## config.mk

```make
export PLATFORM = sky130hd
export DESIGN_NAME = alu_issue_flat
export DESIGN_NICKNAME = d
export VERILOG_FILES = /design/src/rtl/alu_pkg.sv /design/src/rtl/alu_issue_if.sv /design/src/rtl/alu_regfile.sv /design/src/rtl/alu_issue.sv /design/src/flat_wrapper.sv
export SDC_FILE = /design/constraint.sdc
export NUM_CORES = 2
export LEC_CHECK = 0
export ABC_AREA = 0
export CAP_MARGIN = 20
export CORE_MARGIN = 5
export CORE_UTILIZATION = 40
export CTS_BUF_LIST = sky130_fd_sc_hd__clkbuf_4
export CTS_CLUSTER_DIAMETER = 150
export DETAILED_ROUTE_END_ITERATION = 8
export GPL_TIMING_DRIVEN = 0
export PLACE_DENSITY = 0.64
export SYNTH_ARGS = -nofsm -noshare
export SYNTH_HDL_FRONTEND = slang
export SYNTH_SLANG_ARGS = --single-unit
```

## constraint.sdc

```tcl
create_clock -name clk -period 6.1 [get_ports clk]
set_clock_uncertainty 0.2 [all_clocks]
set_input_delay 1.83 -clock clk [delete_from_list [all_inputs] [get_ports clk]]
set_output_delay 1.83 -clock clk [all_outputs]
set_load 0.02 [all_outputs]
```

## src/rtl/alu_pkg.sv

```systemverilog
// Shared definitions for the single-issue ALU sequencer: opcode/funct encodings,
// instruction field positions, FSM state type and the destination-register decoder.
// No ports; imported by alu_issue_if, alu_regfile and alu_issue.
package alu_pkg;

  // Instruction field bit positions (MIPS I encoding)
  localparam int unsigned OpcodeHi = 31;
  localparam int unsigned OpcodeLo = 26;
  localparam int unsigned RsHi     = 25;
  localparam int unsigned RsLo     = 21;
  localparam int unsigned RtHi     = 20;
  localparam int unsigned RtLo     = 16;
  localparam int unsigned RdHi     = 15;
  localparam int unsigned RdLo     = 11;
  localparam int unsigned FunctHi  = 5;
  localparam int unsigned FunctLo  = 0;

  // Opcodes
  localparam logic [5:0] OpRtype = 6'b000000;
  localparam logic [5:0] OpBeq   = 6'b000100;
  localparam logic [5:0] OpBne   = 6'b000101;
  localparam logic [5:0] OpAddi  = 6'b001000;
  localparam logic [5:0] OpAddiu = 6'b001001;
  localparam logic [5:0] OpSlti  = 6'b001010;
  localparam logic [5:0] OpSltiu = 6'b001011;
  localparam logic [5:0] OpAndi  = 6'b001100;
  localparam logic [5:0] OpOri   = 6'b001101;
  localparam logic [5:0] OpXori  = 6'b001110;
  localparam logic [5:0] OpLw    = 6'b100011;
  localparam logic [5:0] OpSw    = 6'b101011;

  // R-type funct codes; the ALU decodes these, the issuer only forwards them
  localparam logic [5:0] FnAdd  = 6'b100000;
  localparam logic [5:0] FnAddu = 6'b100001;
  localparam logic [5:0] FnSub  = 6'b100010;
  localparam logic [5:0] FnSubu = 6'b100011;
  localparam logic [5:0] FnAnd  = 6'b100100;
  localparam logic [5:0] FnOr   = 6'b100101;
  localparam logic [5:0] FnXor  = 6'b100110;
  localparam logic [5:0] FnNor  = 6'b100111;
  localparam logic [5:0] FnSlt  = 6'b101010;
  localparam logic [5:0] FnSltu = 6'b101011;

  typedef enum logic [1:0] {
    StIdle = 2'd0,
    StRead = 2'd1,
    StExec = 2'd2,
    StWb   = 2'd3
  } state_e;

  // Register written by an instruction; 0 means no write-back.
  function automatic logic [4:0] dest_reg(input logic [31:0] instr);
    logic [4:0] rd;
    rd = 5'd0;
    case (instr[OpcodeHi:OpcodeLo])
      OpRtype: rd = instr[RdHi:RdLo];
      OpAddi, OpAddiu, OpSlti, OpSltiu, OpAndi, OpOri, OpXori: rd = instr[RtHi:RtLo];
      default: rd = 5'd0;
    endcase
    return rd;
  endfunction

  function automatic logic is_branch(input logic [31:0] instr);
    return (instr[OpcodeHi:OpcodeLo] == OpBeq) || (instr[OpcodeHi:OpcodeLo] == OpBne);
  endfunction

endpackage

```

## src/rtl/alu_issue_if.sv

```systemverilog
// Bus between the issuer and its environment: instruction handshake, ALU operand/result
// exchange, retire report and the debug register-file read port.
// master: environment side (drives instruction, ALU result/flags, dbg address).
// slave : issuer side (drives ready, ALU operands, retire report, dbg data).
interface alu_issue_if #(
  parameter int unsigned XLEN = 32
);
  logic            in_valid;
  logic            in_ready;
  logic [31:0]     in_instr;
  logic [31:0]     alu_instr;
  logic [XLEN-1:0] alu_rega;
  logic [XLEN-1:0] alu_regb;
  logic [XLEN-1:0] alu_result;
  logic [2:0]      alu_flags;
  logic            done_valid;
  logic [4:0]      done_rd;
  logic [XLEN-1:0] done_data;
  logic            branch_taken;
  logic [XLEN-1:0] branch_offset;
  logic [2:0]      flags_q;
  logic [4:0]      dbg_addr;
  logic [XLEN-1:0] dbg_data;

  modport master (
    output in_valid, in_instr, alu_result, alu_flags, dbg_addr,
    input  in_ready, alu_instr, alu_rega, alu_regb, done_valid, done_rd, done_data,
           branch_taken, branch_offset, flags_q, dbg_data
  );

  modport slave (
    input  in_valid, in_instr, alu_result, alu_flags, dbg_addr,
    output in_ready, alu_instr, alu_rega, alu_regb, done_valid, done_rd, done_data,
           branch_taken, branch_offset, flags_q, dbg_data
  );
endinterface

```

## src/rtl/alu_regfile.sv

```systemverilog
// Register file: two operand read ports, one write port and a debug read port.
// All reads are combinational; r0 always reads 0 and writes to it are dropped.
// Ports: clk, rst_n (async clear of every register), ra_addr/ra_data, rb_addr/rb_data,
//        wr_en/wr_addr/wr_data, dbg_addr/dbg_data.
module alu_regfile #(
  parameter int unsigned XLEN = 32,
  parameter int unsigned NREG = 32,
  localparam int unsigned AW  = $clog2(NREG)
) (
  input  logic            clk,
  input  logic            rst_n,
  input  logic [AW-1:0]   ra_addr,
  output logic [XLEN-1:0] ra_data,
  input  logic [AW-1:0]   rb_addr,
  output logic [XLEN-1:0] rb_data,
  input  logic            wr_en,
  input  logic [AW-1:0]   wr_addr,
  input  logic [XLEN-1:0] wr_data,
  input  logic [AW-1:0]   dbg_addr,
  output logic [XLEN-1:0] dbg_data
);

  logic [XLEN-1:0] regs_q [NREG];

  always_ff @(posedge clk or negedge rst_n) begin
    if (!rst_n) begin
      for (int i = 0; i < int'(NREG); i++) begin
        regs_q[i] <= '0;
      end
    end else if (wr_en && (wr_addr != '0)) begin
      regs_q[wr_addr] <= wr_data;
    end
  end

  always_comb begin
    ra_data  = (ra_addr == '0) ? '0 : regs_q[ra_addr];
    rb_data  = (rb_addr == '0) ? '0 : regs_q[rb_addr];
    dbg_data = (dbg_addr == '0) ? '0 : regs_q[dbg_addr];
  end

endmodule

```

## src/rtl/alu_issue.sv

```systemverilog
// Single-issue ALU sequencer. Accepts one MIPS instruction at a time, reads its rs/rt
// operands, hands them to an external ALU, captures the result and writes it back.
// Sequence: IDLE -(handshake)-> READ -> EXEC -> WB -> IDLE; done_valid pulses in WB and
// the register write lands on the WB->IDLE edge.
// Ports: clk, rst_n (async, active-low; aborts any instruction in flight),
//        bus (alu_issue_if.slave): instruction handshake, ALU operands/result,
//        retire report (done_*, branch_*, flags_q) and the debug read port.
module alu_issue
  import alu_pkg::*;
#(
  parameter int unsigned XLEN = 32,
  parameter int unsigned NREG = 32
) (
  input logic         clk,
  input logic         rst_n,
  alu_issue_if.slave  bus
);

  state_e          state_q;
  logic [31:0]     instr_q;
  logic [XLEN-1:0] rega_q;
  logic [XLEN-1:0] regb_q;
  logic            done_valid_q;
  logic [4:0]      done_rd_q;
  logic [XLEN-1:0] done_data_q;
  logic            taken_q;
  logic [XLEN-1:0] offset_q;
  logic [2:0]      flags_r;

  logic [XLEN-1:0] rs_data;
  logic [XLEN-1:0] rt_data;
  logic            wr_en;

  // Write-back uses the values captured at EXEC->WB, so it commits on the WB->IDLE edge.
  assign wr_en = (state_q == StWb);

  alu_regfile #(
    .XLEN(XLEN),
    .NREG(NREG)
  ) u_regfile (
    .clk     (clk),
    .rst_n   (rst_n),
    .ra_addr (instr_q[RsHi:RsLo]),
    .ra_data (rs_data),
    .rb_addr (instr_q[RtHi:RtLo]),
    .rb_data (rt_data),
    .wr_en   (wr_en),
    .wr_addr (done_rd_q),
    .wr_data (done_data_q),
    .dbg_addr(bus.dbg_addr),
    .dbg_data(bus.dbg_data)
  );

  always_ff @(posedge clk or negedge rst_n) begin
    if (!rst_n) begin
      state_q      <= StIdle;
      instr_q      <= '0;
      rega_q       <= '0;
      regb_q       <= '0;
      done_valid_q <= 1'b0;
      done_rd_q    <= '0;
      done_data_q  <= '0;
      taken_q      <= 1'b0;
      offset_q     <= '0;
      flags_r      <= '0;
    end else begin
      case (state_q)
        StIdle: begin
          if (bus.in_valid) begin
            instr_q <= bus.in_instr;
            state_q <= StRead;
          end
        end
        StRead: begin
          rega_q  <= rs_data;
          regb_q  <= rt_data;
          state_q <= StExec;
        end
        StExec: begin
          done_valid_q <= 1'b1;
          done_rd_q    <= dest_reg(instr_q);
          done_data_q  <= bus.alu_result;
          offset_q     <= bus.alu_result;
          flags_r      <= bus.alu_flags;
          taken_q      <= is_branch(instr_q) & bus.alu_flags[0];
          state_q      <= StWb;
        end
        StWb: begin
          done_valid_q <= 1'b0;
          taken_q      <= 1'b0;
          state_q      <= StIdle;
        end
        default: state_q <= StIdle;
      endcase
    end
  end

  always_comb begin
    bus.in_ready      = (state_q == StIdle);
    bus.alu_instr     = instr_q;
    bus.alu_rega      = rega_q;
    bus.alu_regb      = regb_q;
    bus.done_valid    = done_valid_q;
    bus.done_rd       = done_rd_q;
    bus.done_data     = done_data_q;
    bus.branch_taken  = taken_q;
    bus.branch_offset = offset_q;
    bus.flags_q       = flags_r;
  end

endmodule

```

## src/flat_wrapper.sv

```systemverilog
// flat-port wrapper written by rule: the top's interface ports become plain ports
module alu_issue_flat import alu_pkg::*;
#(
  parameter int unsigned XLEN = 32,
  parameter int unsigned NREG = 32
)
  (clk, rst_n, bus_in_valid, bus_in_instr, bus_alu_result, bus_alu_flags, bus_dbg_addr, bus_in_ready, bus_alu_instr, bus_alu_rega, bus_alu_regb, bus_done_valid, bus_done_rd, bus_done_data, bus_branch_taken, bus_branch_offset, bus_flags_q, bus_dbg_data);
  alu_issue_if #(.XLEN(XLEN)) bus_i ();
  input logic clk;
  input logic rst_n;
  input wire logic [$bits(bus_i.in_valid)-1:0] bus_in_valid;
  input wire logic [$bits(bus_i.in_instr)-1:0] bus_in_instr;
  input wire logic [$bits(bus_i.alu_result)-1:0] bus_alu_result;
  input wire logic [$bits(bus_i.alu_flags)-1:0] bus_alu_flags;
  input wire logic [$bits(bus_i.dbg_addr)-1:0] bus_dbg_addr;
  output wire logic [$bits(bus_i.in_ready)-1:0] bus_in_ready;
  output wire logic [$bits(bus_i.alu_instr)-1:0] bus_alu_instr;
  output wire logic [$bits(bus_i.alu_rega)-1:0] bus_alu_rega;
  output wire logic [$bits(bus_i.alu_regb)-1:0] bus_alu_regb;
  output wire logic [$bits(bus_i.done_valid)-1:0] bus_done_valid;
  output wire logic [$bits(bus_i.done_rd)-1:0] bus_done_rd;
  output wire logic [$bits(bus_i.done_data)-1:0] bus_done_data;
  output wire logic [$bits(bus_i.branch_taken)-1:0] bus_branch_taken;
  output wire logic [$bits(bus_i.branch_offset)-1:0] bus_branch_offset;
  output wire logic [$bits(bus_i.flags_q)-1:0] bus_flags_q;
  output wire logic [$bits(bus_i.dbg_data)-1:0] bus_dbg_data;
  assign bus_i.in_valid = bus_in_valid;
  assign bus_i.in_instr = bus_in_instr;
  assign bus_i.alu_result = bus_alu_result;
  assign bus_i.alu_flags = bus_alu_flags;
  assign bus_i.dbg_addr = bus_dbg_addr;
  assign bus_in_ready = bus_i.in_ready;
  assign bus_alu_instr = bus_i.alu_instr;
  assign bus_alu_rega = bus_i.alu_rega;
  assign bus_alu_regb = bus_i.alu_regb;
  assign bus_done_valid = bus_i.done_valid;
  assign bus_done_rd = bus_i.done_rd;
  assign bus_done_data = bus_i.done_data;
  assign bus_branch_taken = bus_i.branch_taken;
  assign bus_branch_offset = bus_i.branch_offset;
  assign bus_flags_q = bus_i.flags_q;
  assign bus_dbg_data = bus_i.dbg_data;
  alu_issue #(.XLEN(XLEN), .NREG(NREG)) u_core (.clk(clk), .rst_n(rst_n), .bus(bus_i));
endmodule
```

# Yosys cells after proc, flatten, opt, wreduce, memory -nomap -nowiden
# Index checks and enable logic that the tools add are counted.
totals:
  register_bits: 1164
  latchBits: 0
  ramBits: 0
  mem_bits_ro: 0
  in_bits: 75
  output_inout_bits: 203
  word_cells: 96
  mem_count: 0
classes:
  add_sub_neg: 0
  mul: 0
  div_mod_pow: 0
  n_lt_le_gt_ge: 5
  eq_ne: 13
  shift: 0
  muxes: 20
  bitwise_logic: 5
  reduce_logical: 12
op_table:
  columns: ["op", "n"]
  rows:
  - ["bitwise mux 1024 bit", 1]
  - ["binary-select mux 32 bit (select 5 bit)", 3]
  - ["2-to-1 mux 32 bit", 10]
  - ["demux 32 bit (select 5 bit)", 1]
  - ["equality test 6 x 4 -> 1 bit (second input constant)", 7]
  - ["greater-or-equal comparator 6 bit (second input constant)", 4]
  - ["NOT 5 -> 6 bit", 4]
  - ["logical NOT 5 bit", 3]
  - ["equality test 6 x 3 -> 1 bit (second input constant)", 2]
  - ["case mux 5 bit (2 select lines)", 1]
  - ["case mux 2 bit (4 select lines)", 1]
  - ["OR reduction 7 bit", 1]
  - ["logical NOT 6 bit", 1]
  - ["< comparator 6 x 1 -> 1 bit (second input constant)", 1]
  - ["nonzero test 5 bit", 1]
  - ["equality test 2 bit (second input constant)", 2]
  - ["case mux 1 bit (2 select lines)", 2]
  - ["equality test 2 x 1 -> 1 bit (second input constant)", 1]
  - ["logical AND 1 bit", 2]
  - ["logical NOT 2 bit", 1]
  - ["2-to-1 mux 2 bit", 1]
  - ["inequality test 2 bit (second input constant)", 1]
  - ["AND reduction 2 bit", 1]
  - ["nonzero test 2 bit", 1]
  - ["other kinds (2)", 2]

# Longest topological paths before layout
logic_depth:
  ltp_word: 6
  depth_mapped: 9
  ltp_nobuf: 6

# By module
# A second synthesis with hierarchy kept.
unflattened:
  cells_unflattened: 4733
  area_unflattened_um2: 68215.4
by_module_without_submodules:
  columns: ["mod", "n_inst", "cells_each", "area_per_inst_um2", "seq_area_each_um2"]
  rows:
  - ["alu_regfile", 1, 4381, 62672.6, 25624.6]
  - ["alu_issue", 1, 352, 5542.8, 3503.4]

# Worst setup path after synthesis
# Ideal clock, no wire load.
synth_timing:
  path_kind: "input to output"
  start: "input port bus_dbg_addr[1]"
  end: "output port bus_dbg_data[14]"
  t_arrival_ps: 3698
  path_slack_ps: 372
  path_stages: 6
  n_path_buf: 3
  path_cell_list: "clkbuf_1 clkbuf_1 clkbuf_1 mux4_2 mux4_2 a22o_1"
synth_via:
  elab_chain_cells: 5
synth_lines:
  columns: ["element", "line_no", "text"]
  rows:
  - ["from (decl)", "flat_wrapper.sv:15", "input wire logic [$bits(bus_i.dbg_addr)-1:0] bus_dbg_addr;"]
  - ["NOT 5 -> 6 bit (not written as such)", "alu_regfile.sv:38", "dbg_data = (dbg_addr == '0) ? '0 : regs_q[dbg_addr];"]
  - ["binary-select mux 32 bit (select 5 bit)", "alu_regfile.sv:38", null]
  - ["2-to-1 mux 32 bit (not written as such) (2 in series)", "alu_regfile.sv:38", null]
  - ["2-to-1 mux 32 bit (*)", "alu_regfile.sv:38", null]
  - ["to (decl)", "flat_wrapper.sv:26", "output wire logic [$bits(bus_i.dbg_data)-1:0] bus_dbg_data;"]
# Mark *: on every way between the ends. The rest lies on a longest branch, timed or not. The select of a mux whose other input is x is not followed.

# Worst setup path in the final report
layout_timing:
  start: "input port bus_dbg_addr[3]"
  end: "output port bus_dbg_data[30]"
# Same word-level chain as after synthesis.

==> results.sh <==
export IMPL_status="finished with violations"
export IMPL_violations="setup timing"
export IMPL_final_setup_tns_ps=-95.5
export IMPL_most_frequent_standard_cell_in_the_layout_excluding_fill_and_tap_cells="dfrtp_1"
export IMPL_period_share_pct=101
export IMPL_synth_yosys_warnings=0
export IMPL_viasPerCell=7.05
export IMPL_grt_usage_pct=36.0
export IMPL_top_level_ports=278
export IMPL_ys_dominant_reg_cell="dfrtp_1"
export IMPL_synth_area_um2=67500
export IMPL_clkSlewWorstSetupHoldPaths_ps=50
export IMPL_drv_cap=0
export IMPL_hp_class="in -> async"
export IMPL_power_per_cell_area_nw_per_um2=544
export IMPL_power_share_clock_pct=16.8
export IMPL_synth_ff_latch_count=1164
export IMPL_chipWidth_um=421
export IMPL_maxClockFrequency_mhz=163
export IMPL_p_total_mw=43.8
export IMPL_via_count=53300
export IMPL_worstSkewPairLatency_ps=1450
export IMPL_timing_critical_path_to_type="output pin"
export IMPL_clock_sinks=1164
export IMPL_core_um2=168000
export IMPL_cts_hold_buffers=0
export IMPL_intPower_mw=24.1
export IMPL_setup_viol=7
export IMPL_ys_async_sr_fraction_pct=100
export IMPL_globalplace_congestion=1.03
export IMPL_initialDrtViolationCount=8573
export IMPL_cts_root_buf="clkbuf_4"
export IMPL_period_needed_ps=6140
export IMPL_critical_path_class="in -> out"
export IMPL_synth_sequential_area_ratio_pct=43.1
export IMPL_worstRegToRegCells=5
export IMPL_pre_cts_slack_ps=-2000
export IMPL_cts_buffers_inserted=337
export IMPL_finish_net_count=5190
export IMPL_numPortBuffers=273
export IMPL_synth_net_count=4420
export IMPL_power_leakage_nw=34.9
export IMPL_setup_ws_ps=-39.4
export IMPL_grt_first_pass_wirelength_mm=438
export IMPL_cts_tree="yes"
export IMPL_antenna_found_initial=20
export IMPL_slew_worst_pin_ps=1360
export IMPL_synth_edff_count=0
export IMPL_hold_violations=0
export IMPL_synthesis_instances=4341
export IMPL_floorplan_rows=150
export IMPL_power_sequential_fraction_pct=30.4
export IMPL_grt_setup_unrepaired="false"
export IMPL_ctsHtreeMaxLevel=5
export IMPL_final_core_util_pct=48.1
export IMPL_post_route_cells_drive_above_1_share_pct=54.1
export IMPL_average_wire_per_cell_in_the_routed_design_um=43.0
export IMPL_dieArea_um2=177000
export IMPL_worst_setup_path_startpoint="bus_dbg_addr[3]"
export IMPL_via_count_of_the_first_global_routing_pass=52100
export IMPL_drt_pre_antenna_iters=8
export IMPL_detail_route_wirelength_mm=325
export IMPL_grt_max_degree=172
export IMPL_critical_path_startpoint_type="input port"
export IMPL_cts_buffer_depth=4
export IMPL_chipHeight_um=421
export IMPL_remaining_drc_errors=0
export IMPL_slew_headroom_pct=9.48
export IMPL_timing_final_max_slew_violations=0
export IMPL_start_util_pct=40.3
export IMPL_rr_endpoint="u_core.u_regfile.regs_q[538]"
export IMPL_crit_required_ps=4070
export IMPL_hpwl_mm=225
export IMPL_switching_component_of_the_power_mw=19.7
export IMPL_power_switching_fraction_pct=44.9
export IMPL_timing_reg2reg_setup_slack_ps=1940
export IMPL_cp_max_fo=7
export IMPL_synth_lib_cells_used_distinct=48
export IMPL_mapped_avg_cell_area_um2=15.6
export IMPL_mostFrequentLayoutCells="dfrtp_1 (1,164), mux2_2 (1,137), mux4_2 (799)"
export IMPL_gr_total_overflow=0
export IMPL_power_frac_comb_pct=52.8
export IMPL_data_arrival_time_at_the_worst_slack_endpoint_ps=4110
export IMPL_power_ir_vdd_worst_v=0.000355
export IMPL_synthToLayoutAreaGrowth_pct=19.3
export IMPL_reg2reg_from="u_core.state_q[0]"
export IMPL_drt_antenna_violating_nets=0
[cells by family after synthesis]
family	count (synthesis)	share of synthesized area (%)
muxes	2051	47.3
DFF	1164	43.1
buffers and inverters	556	3.76
AOI/OAI and AO/OA	312	3.78
and+or+nand+nor	254	1.94
adders and majority gates	4	0.0741
[sequential cells by signal, indices dropped and copies added (netlist names)]
register	flops
u_core.bus.flags_q	3
u_core.u_regfile.regs_q	1024
u_core.bus.done_valid	1
u_core.bus.done_rd	5
u_core.bus.alu_instr	32
u_core.state_q	2
u_core.bus.branch_taken	1
u_core.bus.branch_offset	32
u_core.bus.alu_regb	32
u_core.bus.alu_rega	32
[final cells by class]
class / instances / area (um^2)
buffer: 545 / 3450
tap: 2204 / 2760
inverter: 11 / 41.3
sequential: 1164 / 29100
fill: 14600 / 87000
clock inverter: 70 / 348
clock buffer: 479 / 3600
antenna: 37 / 92.6
timing repair buffer: 431 / 5140
multi-input combinational: 2621 / 36000
[cells in the mapped netlist, types with 24 or more instances]
cell / number / share of area [%]
dfrtp_1: 1164 / 43
mux2_2: 1137 / 19
mux4_2: 799 / 27
clkbuf_1: 294 / 1.6
mux2i_1: 107 / 1.6
buf_2: 97 / 0.72
buf_1: 84 / 0.47
nand2_1: 75 / 0.42
nor2_1: 67 / 0.37
a22oi_1: 53 / 0.59
buf_4: 51 / 0.57
a22o_1: 44 / 0.57
a211oi_1: 32 / 0.36
a221o_1: 31 / 0.46
a221oi_1: 31 / 0.40
o2bb2ai_1: 31 / 0.40
o22ai_1: 30 / 0.28
a2111oi_0: 27 / 0.35
nand2b_1: 26 / 0.24
and2_1: 25 / 0.23
and4_1: 24 / 0.31
[power groups by stage]
stage                     Combinational (mW)  Clock [mW]  Sequential (mW)
final                                   23.2        7.36             13.3
after floorplan                         12.5           0             12.6
after global placement                  21.2           0             13.1
after detailed placement                22.0           0             13.2
after global routing                    23.3        7.76             13.6
after CTS                               22.2        7.35             13.1
[what timing repair did]
| item | in CTS | in global routing |
|---|---|---|
| pin swaps | 2 | 1 |
| buffers inserted | 39 | 11 |
| gates resized for setup | 329 | 30 |
| setup endpoints to repair | 32 | 23 |
| gates cloned | 6 | 0 |
[worst max-delay path by stage]
stage / slack (ps) / end / depth (start not counted)
after global placement: -51300 / u_core.bus.branch_offset[12] / 1
after floorplan: 370 / bus_dbg_data[14] / 6
final: -40 / bus_dbg_data[30] / 8
after global routing: 1 / bus_dbg_data[29] / 9
after CTS: 0.2 / bus_dbg_data[10] / 8
after detailed placement: -2000 / bus_dbg_data[28] / 8
[metrics by stage]
step                      hold WS [ps]  cell area, um^2  cells
final                              229            80600   7562
after global routing               293            80500   7532
after CTS                          232            80400   7512
after detailed placement           285            74800   6919
after global placement             272            73000   6818
after floorplan                    258            67500   4341
[layer usage]
metal	share of wire [%]	vias to the layer above	track usage, %
met1	33	27700	41.7
met5	0.025	-	0.269
met2	42	4974	50.1
met4	10	6	30.1
li1	-	19100	-
met3	15	1559	17.3
[worst max-delay path, cell delays in order]
cell	delay, ps
clkdlybuf4s15_2	310
clkbuf_4	300
buf_8	210
clkbuf_4	290
buf_8	210
mux4_2	340
a22o_4	320
clkdlybuf4s15_2	260
Note: power is estimated with default switching activity, not from simulation.
